### src/rtl/alu_mem_prog_if.sv
// Bus bundle for alu_mem_prog: ALU operands, data-memory ports and program counter.
// The master drives requests; the slave (the design) returns registered results.
interface alu_mem_prog_if #(
    parameter int DMEM_AW = 7,
    parameter int PMEM_AW = 10
);
    logic [3:0]         alu_op;
    logic [15:0]        operA;
    logic [15:0]        operB;
    logic [15:0]        alu_out;
    logic               we;
    logic [15:0]        data_in;
    logic [DMEM_AW-1:0] w_addr;
    logic [DMEM_AW-1:0] r_addr;
    logic [15:0]        data_out;
    logic [PMEM_AW-1:0] pc;
    logic [31:0]        instruction;

    modport master (
        output alu_op, operA, operB, we, data_in, w_addr, r_addr, pc,
        input  alu_out, data_out, instruction
    );

    modport slave (
        input  alu_op, operA, operB, we, data_in, w_addr, r_addr, pc,
        output alu_out, data_out, instruction
    );
endinterface

### src/rtl/alu_mem_prog.sv
// Registered 16-bit ALU, 16-bit data RAM and 32-bit program ROM.
// Define ALU_MUL_EN to make op 14 the low half of operA*operB.
module alu_mem_prog #(
    parameter int DMEM_AW = 7,
    parameter int PMEM_AW = 10
) (
    input logic          clk,
    input logic          rst,
    alu_mem_prog_if.slave bus
);
    localparam logic [31:0] NOP = 32'hF000_0000;

    logic [15:0] alu_res;
    logic [31:0] rom_word;
    logic [3:0]  sh;
    logic [15:0] mem [2**DMEM_AW];

    assign sh = bus.operB[3:0];

    always_comb begin
        alu_res = '0;
        case (bus.alu_op)
            4'd0:  alu_res = bus.operA + bus.operB;
            4'd1:  alu_res = bus.operA - bus.operB;
            4'd2:  alu_res = bus.operA & bus.operB;
            4'd3:  alu_res = bus.operA | bus.operB;
            4'd4:  alu_res = bus.operA ^ bus.operB;
            4'd5:  alu_res = ~bus.operA;
            4'd6:  alu_res = bus.operA << sh;
            4'd7:  alu_res = bus.operA >> sh;
            4'd8:  alu_res = unsigned'($signed(bus.operA) >>> sh);
            4'd9:  alu_res = bus.operA;
            4'd10: alu_res = bus.operB;
            4'd11: alu_res = bus.operA + 16'd1;
            4'd12: alu_res = bus.operA - 16'd1;
            4'd13: alu_res = {15'b0, bus.operA < bus.operB};
`ifdef ALU_MUL_EN
            4'd14: alu_res = bus.operA * bus.operB;
`else
            4'd14: alu_res = '0;
`endif
            default: alu_res = '0;
        endcase
    end

    always_comb begin
        rom_word = NOP;
        case (bus.pc)
            PMEM_AW'(0): rom_word = 32'h8810_0005;
            PMEM_AW'(1): rom_word = 32'h8820_0003;
            PMEM_AW'(2): rom_word = 32'h1012_0000;
            PMEM_AW'(3): rom_word = 32'hC000_0000;
            default:     rom_word = NOP;
        endcase
    end

    // RAM contents survive reset; only the write is blocked while rst is low
    always_ff @(posedge clk) begin
        if (bus.we && rst)
            mem[bus.w_addr] <= bus.data_in;
    end

    always_ff @(posedge clk or negedge rst) begin
        if (!rst) begin
            bus.alu_out     <= '0;
            bus.data_out    <= '0;
            bus.instruction <= NOP;
        end else begin
            bus.alu_out     <= alu_res;
            bus.data_out    <= mem[bus.r_addr];
            bus.instruction <= rom_word;
        end
    end
endmodule

### src/flat_wrapper.sv
// flat-port wrapper written by rule: the top's interface ports become plain ports
module alu_mem_prog_flat 
#(
    parameter int DMEM_AW = 7,
    parameter int PMEM_AW = 10
)
  (clk, rst, bus_alu_op, bus_operA, bus_operB, bus_we, bus_data_in, bus_w_addr, bus_r_addr, bus_pc, bus_alu_out, bus_data_out, bus_instruction);
  alu_mem_prog_if #(.DMEM_AW(DMEM_AW), .PMEM_AW(PMEM_AW)) bus_i ();
  input logic clk;
  input logic rst;
  input wire logic [$bits(bus_i.alu_op)-1:0] bus_alu_op;
  input wire logic [$bits(bus_i.operA)-1:0] bus_operA;
  input wire logic [$bits(bus_i.operB)-1:0] bus_operB;
  input wire logic [$bits(bus_i.we)-1:0] bus_we;
  input wire logic [$bits(bus_i.data_in)-1:0] bus_data_in;
  input wire logic [$bits(bus_i.w_addr)-1:0] bus_w_addr;
  input wire logic [$bits(bus_i.r_addr)-1:0] bus_r_addr;
  input wire logic [$bits(bus_i.pc)-1:0] bus_pc;
  output wire logic [$bits(bus_i.alu_out)-1:0] bus_alu_out;
  output wire logic [$bits(bus_i.data_out)-1:0] bus_data_out;
  output wire logic [$bits(bus_i.instruction)-1:0] bus_instruction;
  assign bus_i.alu_op = bus_alu_op;
  assign bus_i.operA = bus_operA;
  assign bus_i.operB = bus_operB;
  assign bus_i.we = bus_we;
  assign bus_i.data_in = bus_data_in;
  assign bus_i.w_addr = bus_w_addr;
  assign bus_i.r_addr = bus_r_addr;
  assign bus_i.pc = bus_pc;
  assign bus_alu_out = bus_i.alu_out;
  assign bus_data_out = bus_i.data_out;
  assign bus_instruction = bus_i.instruction;
  alu_mem_prog #(.DMEM_AW(DMEM_AW), .PMEM_AW(PMEM_AW)) u_core (.clk(clk), .rst(rst), .bus(bus_i));
endmodule
### config.mk
export PLATFORM = sky130hd
export DESIGN_NAME = alu_mem_prog_flat
export DESIGN_NICKNAME = d
export VERILOG_FILES = /design/src/rtl/alu_mem_prog_if.sv /design/src/rtl/alu_mem_prog.sv /design/src/flat_wrapper.sv
export SDC_FILE = /design/constraint.sdc
export NUM_CORES = 2
export LEC_CHECK = 0
export CORE_UTILIZATION = 38
export DETAILED_ROUTE_END_ITERATION = 16
export PLACE_DENSITY = 0.62
export SYNTH_ARGS = -nofsm -noshare
export SYNTH_HDL_FRONTEND = slang
export SYNTH_SLANG_ARGS = --single-unit
### constraint.sdc
create_clock -name clk -period 5.7 [get_ports clk]
set_clock_uncertainty 0.2 [all_clocks]
set_input_delay 1.14 -clock clk [delete_from_list [all_inputs] [get_ports clk]]
set_output_delay 1.14 -clock clk [all_outputs]
set_load 0.1 [all_outputs]
After elaboration in Yosys (flattened, before gate mapping)
Memories as Yosys holds them, arrays and structs flattened. A register that Yosys moved wholly into a read port is not among the register bits.
Cells that the tools add are included.
{"block": "classes", "mux": 4, "add_sub_neg": 4, "shifts": 3, "bitwise": 4, "magnitude_cmp": 1, "eq_ne": 16, "reduce_logical": 4}
{"op": "one-hot mux 16 bit (14 select lines)", "count": 1}
{"op": "one-hot mux 32 bit (4 select lines)", "count": 1}
{"op": "== test 4 bit, second input constant", "count": 6}
{"op": "== test 10 x 2 -> 1 bit, second input constant", "count": 2}
{"op": "adder 16 x 1 -> 16 bit, second input constant", "count": 1}
{"op": "adder 16 bit", "count": 1}
{"op": "AND 16 bit", "count": 1}
{"op": "== test 4 x 3 -> 1 bit, second input constant", "count": 4}
{"op": "< comparator 16 bit", "count": 1}
{"op": "inverter 16 bit", "count": 1}
{"op": "bitwise OR 16 bit", "count": 1}
{"op": "<< shifter 16 x 4 -> 16 bit", "count": 1}
{"op": "right shift 16 x 4 -> 16 bit", "count": 1}
{"op": ">>> shifter 16 x 4 -> 16 bit", "count": 1}
{"op": "subtractor 16 x 1 -> 16 bit, second input constant", "count": 1}
{"op": "subtractor 16 bit", "count": 1}
{"op": "bitwise XOR 16 bit", "count": 1}
{"op": "== test 10 x 1 -> 1 bit, second input constant", "count": 1}
{"op": "logical NOT 10 bit", "count": 1}
{"op": "== test 4 x 2 -> 1 bit, second input constant", "count": 2}
{"op": "== test 4 x 1 -> 1 bit, second input constant", "count": 1}
{"op": "logical NOT 4 bit", "count": 1}
{"op": "2-to-1 mux 1 bit", "count": 2}
{"op": "logical AND 1 bit", "count": 1}
{"op": "logical NOT 1 bit", "count": 1}
{"block": "word_totals", "elab_cells": 39, "reg_bits": 48, "memories": 1, "ramBits": 2048, "output_inout_bits": 64, "input_bits": 79}
{"memory": "u_core.mem", "depth": 128, "word_bits": 16, "rd": 1, "rd_ports_with_merged_regs": 1, "wr": 1, "line": "alu_mem_prog.sv:16", "text": "logic [15:0] mem [2**DMEM_AW];"}

Depth between registers and ports, before layout
{"block": "depth", "depth_word": 3, "ltp_mapped": 16, "ltp_nobuf": 15}

Worst setup path after synthesis
Ideal clock, no wire load.
{"block": "synth_path", "path_kind": "input to register", "start": "input port bus_operB[0]", "end": "register u_core.bus.alu_out[14]", "setup_time_ps": 126, "n_path_buf": 1, "path_slack_ps": 1422, "required_ps": 5374, "stages": 16, "arrival_ps": 3952, "path_cell_list": "inv_1 -> clkbuf_1 -> ha_1 -> nand2_1 -> nor4_1 -> nand4_1 -> xnor2_1 -> o21ai_0 -> ha_1 -> nand2_1 -> nor2_1 -> a211oi_1 -> o21ai_0 -> a31oi_1 -> xnor2_1 -> a221o_1"}
{"block": "synth_via", "elab_chain_len": 2, "elab_cells_between_ends": 6, "cone_classes": "add/sub (2); shift (3); mux (1)"}
{"element": "start: declaration", "line": "flat_wrapper.sv:13", "text": "input wire logic [$bits(bus_i.operB)-1:0] bus_operB;"}
{"element": "subtractor 16 bit, or another cell as far along", "line": "alu_mem_prog.sv:24", "text": "4'd1: alu_res = bus.operA - bus.operB;"}
{"element": "one-hot mux 16 bit (14 select lines) (*)", "line": "alu_mem_prog.sv:22", "text": "case (bus.alu_op)"}
{"element": "net u_core.alu_res[14]", "line": "alu_mem_prog.sv:13", "text": "logic [15:0] alu_res;"}
{"element": "end signal: assignment", "line": "alu_mem_prog.sv:69", "text": "bus.alu_out <= alu_res;"}
{"element": "end: declaration", "line": "alu_mem_prog_if.sv:26", "text": "output alu_out, data_out, instruction"}
The timed path passes the listed nets; every way through them passes the cells marked *.

Worst setup path in the final report
{"block": "layout_path", "start": "input port bus_alu_op[0]", "end": "register u_core.bus.alu_out[12]"}
{"block": "layout_via", "elab_chain_len": 2, "elab_cells_between_ends": 15, "cone_classes": "eq/ne (13); mux (1); reduce/logical (1)"}
{"element": "start: declaration", "line": "flat_wrapper.sv:11", "text": "input wire logic [$bits(bus_i.alu_op)-1:0] bus_alu_op;"}
{"element": "== test 4 bit, or another cell as far along", "line": "alu_mem_prog.sv:22"}
{"element": "one-hot mux 16 bit (14 select lines) (*)", "line": "alu_mem_prog.sv:22"}
{"element": "net u_core.alu_res[12]", "line": "alu_mem_prog.sv:13"}
Marked as above.

==> summary.md <==
| Metric | Value |
|---|---|
| Clk buf depth | `3` |
| MaxCap Viol Count | `0` |
| Crit path kind | `in -> reg` |
| Crit-path max FO | `4` |
| Input/output buffers | `121` |
| Peak Freq | `approximately 240 MHz` |
| Clock buffer count from CTS | `205` |
| R2R cell count | `5` |
| Tmin final | `between 4 and 5 ns` |
| Leakage | `between 0.03 and 0.04 uW` |
| Max VDD drop | `a little under 300 uV` |
| Placer congestion estimate | `approximately 0.95` |
| Pint | `about 25000 uW` |
| Core box area | `approximately 220000 um^2` |
| Gr usage total | `0.197` |
| Post-cts gate resize count | `0` |
| Antenna Violating Nets Remaining | `0` |
| Max_slew headroom | `0.270` |
| WP depth | `16` |
| Crit path DAT | `4.73 ns` |
| Die W | `474 um` |
| CP max stage cell | `fa_1` |
| Nets | `5036` |
| Commonest non-fill, non-tap cell in the layout | `edfxtp_1` |
| Commonest non-fill, non-tap cells in the layout | `edfxtp_1, mux2i_1, mux4_2` |
| Cts hold-fix bufs | `0` |
| Initial antenna violation count | `11` |
| Residual DRC | `0` |
| Mapped Cells | `between 4000 and 5000` |
| Global-route wire length before repair | `322000 um` |
| Routed len/inst | `about 28 um` |
| FFs w/ async S/R, synth | `0.0196` |
| Dpl hpwl | `roughly 140000 um` |
| Combinational power share | `0.074` |
| Setup Buffers After CTS | `0` |
| Final Hold Violating Endpoints | `0` |
| YS warnings | `0` |
| Worst hold slack | `around 0.38 ns` |
| Post-synth EDFFs | `between 2000 and 2500` |
| Worst EP required | `6.17 ns` |
| Max incr delay on CP | `around 0.46 ns` |
| Final setup viols | `0` |
| R2R Path Start | `u_core.mem[90][3]` |
| I/O pin cnt | `~140` |
| Clock Power Share | `0.401` |
| Pwr dens | `approximately 330 nW/um^2` |
| Post-synthesis average cell area | `approximately 19 um^2` |
| 1st-pass router iterations | `6` |
| Area growth syn-to-layout | `14.6%` |
| Clock transition at path regs | `~0.06 ns` |
| Row count | `~170` |
| Initial core utilization | `0.382` |
| Yosys reg bits | `roughly 2100` |
| Register area share after synthesis | `0.737` |
| Status | `finished clean` |
| TNS Setup | `0 ns` |
| Post-Route WL | `about 220000 um` |
| CP Capture Type | `flop` |
| CTS tree | `done` |
| DIE AREA | `225000 um^2` |
| Fin crit share | `0.746` |
| Clk root buf | `clkbuf_16` |
| Worst-Margin Slew | `1.09 ns` |
| Global route overflow | `0` |
| Slew Viols, Final | `0` |
| Layout cells sized above 1 | `0.189` |
| Number of global-route vias before repair | `~45000` |
| Psw | `7510 uW` |
| Crit-path leading delay family | `compound AO/OA/AOI/OAI gates` |
| Unrepaired setup endpoints after global routing | `false` |
| CP startpoint kind | `input pin` |
| Iter 0 DRT Violations | `around 5300` |
| Vias | `around 45000` |
| Vert. Die Dim | `~470 um` |
| CTS H-tree depth | `4` |
| Main flop type after synthesis | `edfxtp_1` |
| Worst-path cell chain | `clkdlybuf4s50_1 -> nor2_1 -> and2_1 -> o21ai_1 -> nand2_1 -> ha_1 -> inv_1 -> fa_1 -> a211oi_1 -> nor2_1 -> o31ai_1 -> buf_4 -> o21ai_0 -> o31ai_1 -> xor2_1 -> o221ai_1` |
| Switch share | `0.232` |
| Cell variety after synth | `between 70 and 80` |
| Power share of the sequential group | `0.524` |
| Critical path origin | `bus_alu_op[0]` |
| Largest net degree at the start of global routing | `between 80 and 90` |
| Clock Latency Late Sink | `between 0.8 and 0.9 ns` |
| Sink Count | `2089` |
| CP bufs+invs | `3` |
| Via density | `about 5.6` |
| Post-Syn Area | `between 80000 and 90000 um^2` |
| Hold crit path type | `in -> async` |
==> cells by family (layout without fill, tap and decap cells) <==
family,count (synthesis),in the layout,share of synthesized area
AO/OA/AOI/OAI,584,584,0.0506
XOR/XNOR,35,35,0.00361
adder cells (fa/ha/maj),67,67,0.0101
buffers and inverters,338,817,0.0186
flip-flops,2089,2089,0.737
multiplexers,778,778,0.143
other,1,28,0.0000442
AND/OR/NAND/NOR,666,666,0.0368
==> routing by layer <==
metal  vias up  part of all wire  track usage
met5         -                 0            0
met4         0             0.037       0.0728
met3       365             0.073       0.0336
met2      1825              0.46        0.307
met1     23800              0.43        0.278
li1      19300                 -            -
==> power by group through the flow <==
stage	clock [uW]	sequential, uW	combinational, uW
2_1_floorplan	0	17600	1150
3_3_place_gp	0	17300	2390
3_5_place_dp	0	17300	2410
4_1_cts	13300	17000	2410
5_1_grt	13800	17000	2540
6_report	13000	17000	2410
==> flip-flops by register name, summed over array words and instances, names as in the netlist <==
name	count
u_core.mem	2048
u_core.bus.alu_out	16
u_core.bus.data_out	16
u_core.bus.instruction	9
==> cells in the mapped netlist, types with 46 or more instances <==
| cell | n | area, um^2 |
|---|---|---|
| a211oi_1 | 46 | 345 |
| a21oi_1 | 81 | 405 |
| a221oi_1 | 59 | 517 |
| a22oi_1 | 170 | 1280 |
| buf_2 | 94 | 470 |
| clkbuf_1 | 129 | 484 |
| edfxtp_1 | 2048 | 61500 |
| ha_1 | 65 | 813 |
| inv_1 | 47 | 176 |
| mux2i_1 | 422 | 4220 |
| mux4_2 | 345 | 7770 |
| nand2_1 | 164 | 616 |
| nand3_1 | 122 | 611 |
| nor2_1 | 203 | 762 |
| o21ai_0 | 54 | 270 |
==> per-stage QoR <==
step	total power [uW]	utilization	area, um^2	std cells	worst slack (ns)
after global routing	33400	0.437	97100	8037	1.25
after global placement	19700	0.408	90700	7658	0.657
after CTS	32700	0.437	97100	8032	1.57
final	32400	0.437	97100	8039	1.45
after floorplan	18700	-	84900	4578	1.42
after detailed placement	19700	0.408	90700	7658	0.711
==> final cells by class <==
| cell class | count | area, um^2 |
|---|---|---|
| diodes | 7 | 17.5 |
| inverters | 49 | 184 |
| clock buffers | 271 | 5480 |
| fillers | 19200 | 125000 |
| repair buffers | 394 | 3420 |
| flip-flops and latches | 2089 | 62500 |
| multi-input cells | 2151 | 20800 |
| well taps | 2975 | 3720 |
| clock inverters | 103 | 972 |
==> worst reg2reg max path, stage by stage, from the launching register on <==
cell	delay, ns
edfxtp_1	0.36
mux4_2	0.53
a22oi_1	0.32
nand4_1	0.36
nor3_1	0.54
nand3_1	0.15
==> worst paths after layout <==
| kind | end | slack, ns |
|---|---|---|
| max in group asynchronous | u_core.bus.alu_out[10] | 4.31 |
| max reg2reg | u_core.bus.data_out[3] | 3.07 |
| min | u_core.bus.data_out[14] | 0.38 |
| min in group clk | u_core.bus.data_out[12] | 0.55 |
| min reg2reg | u_core.bus.data_out[12] | 0.55 |
| max | u_core.bus.alu_out[12] | 1.45 |
(Power assumes the default switching activity.)
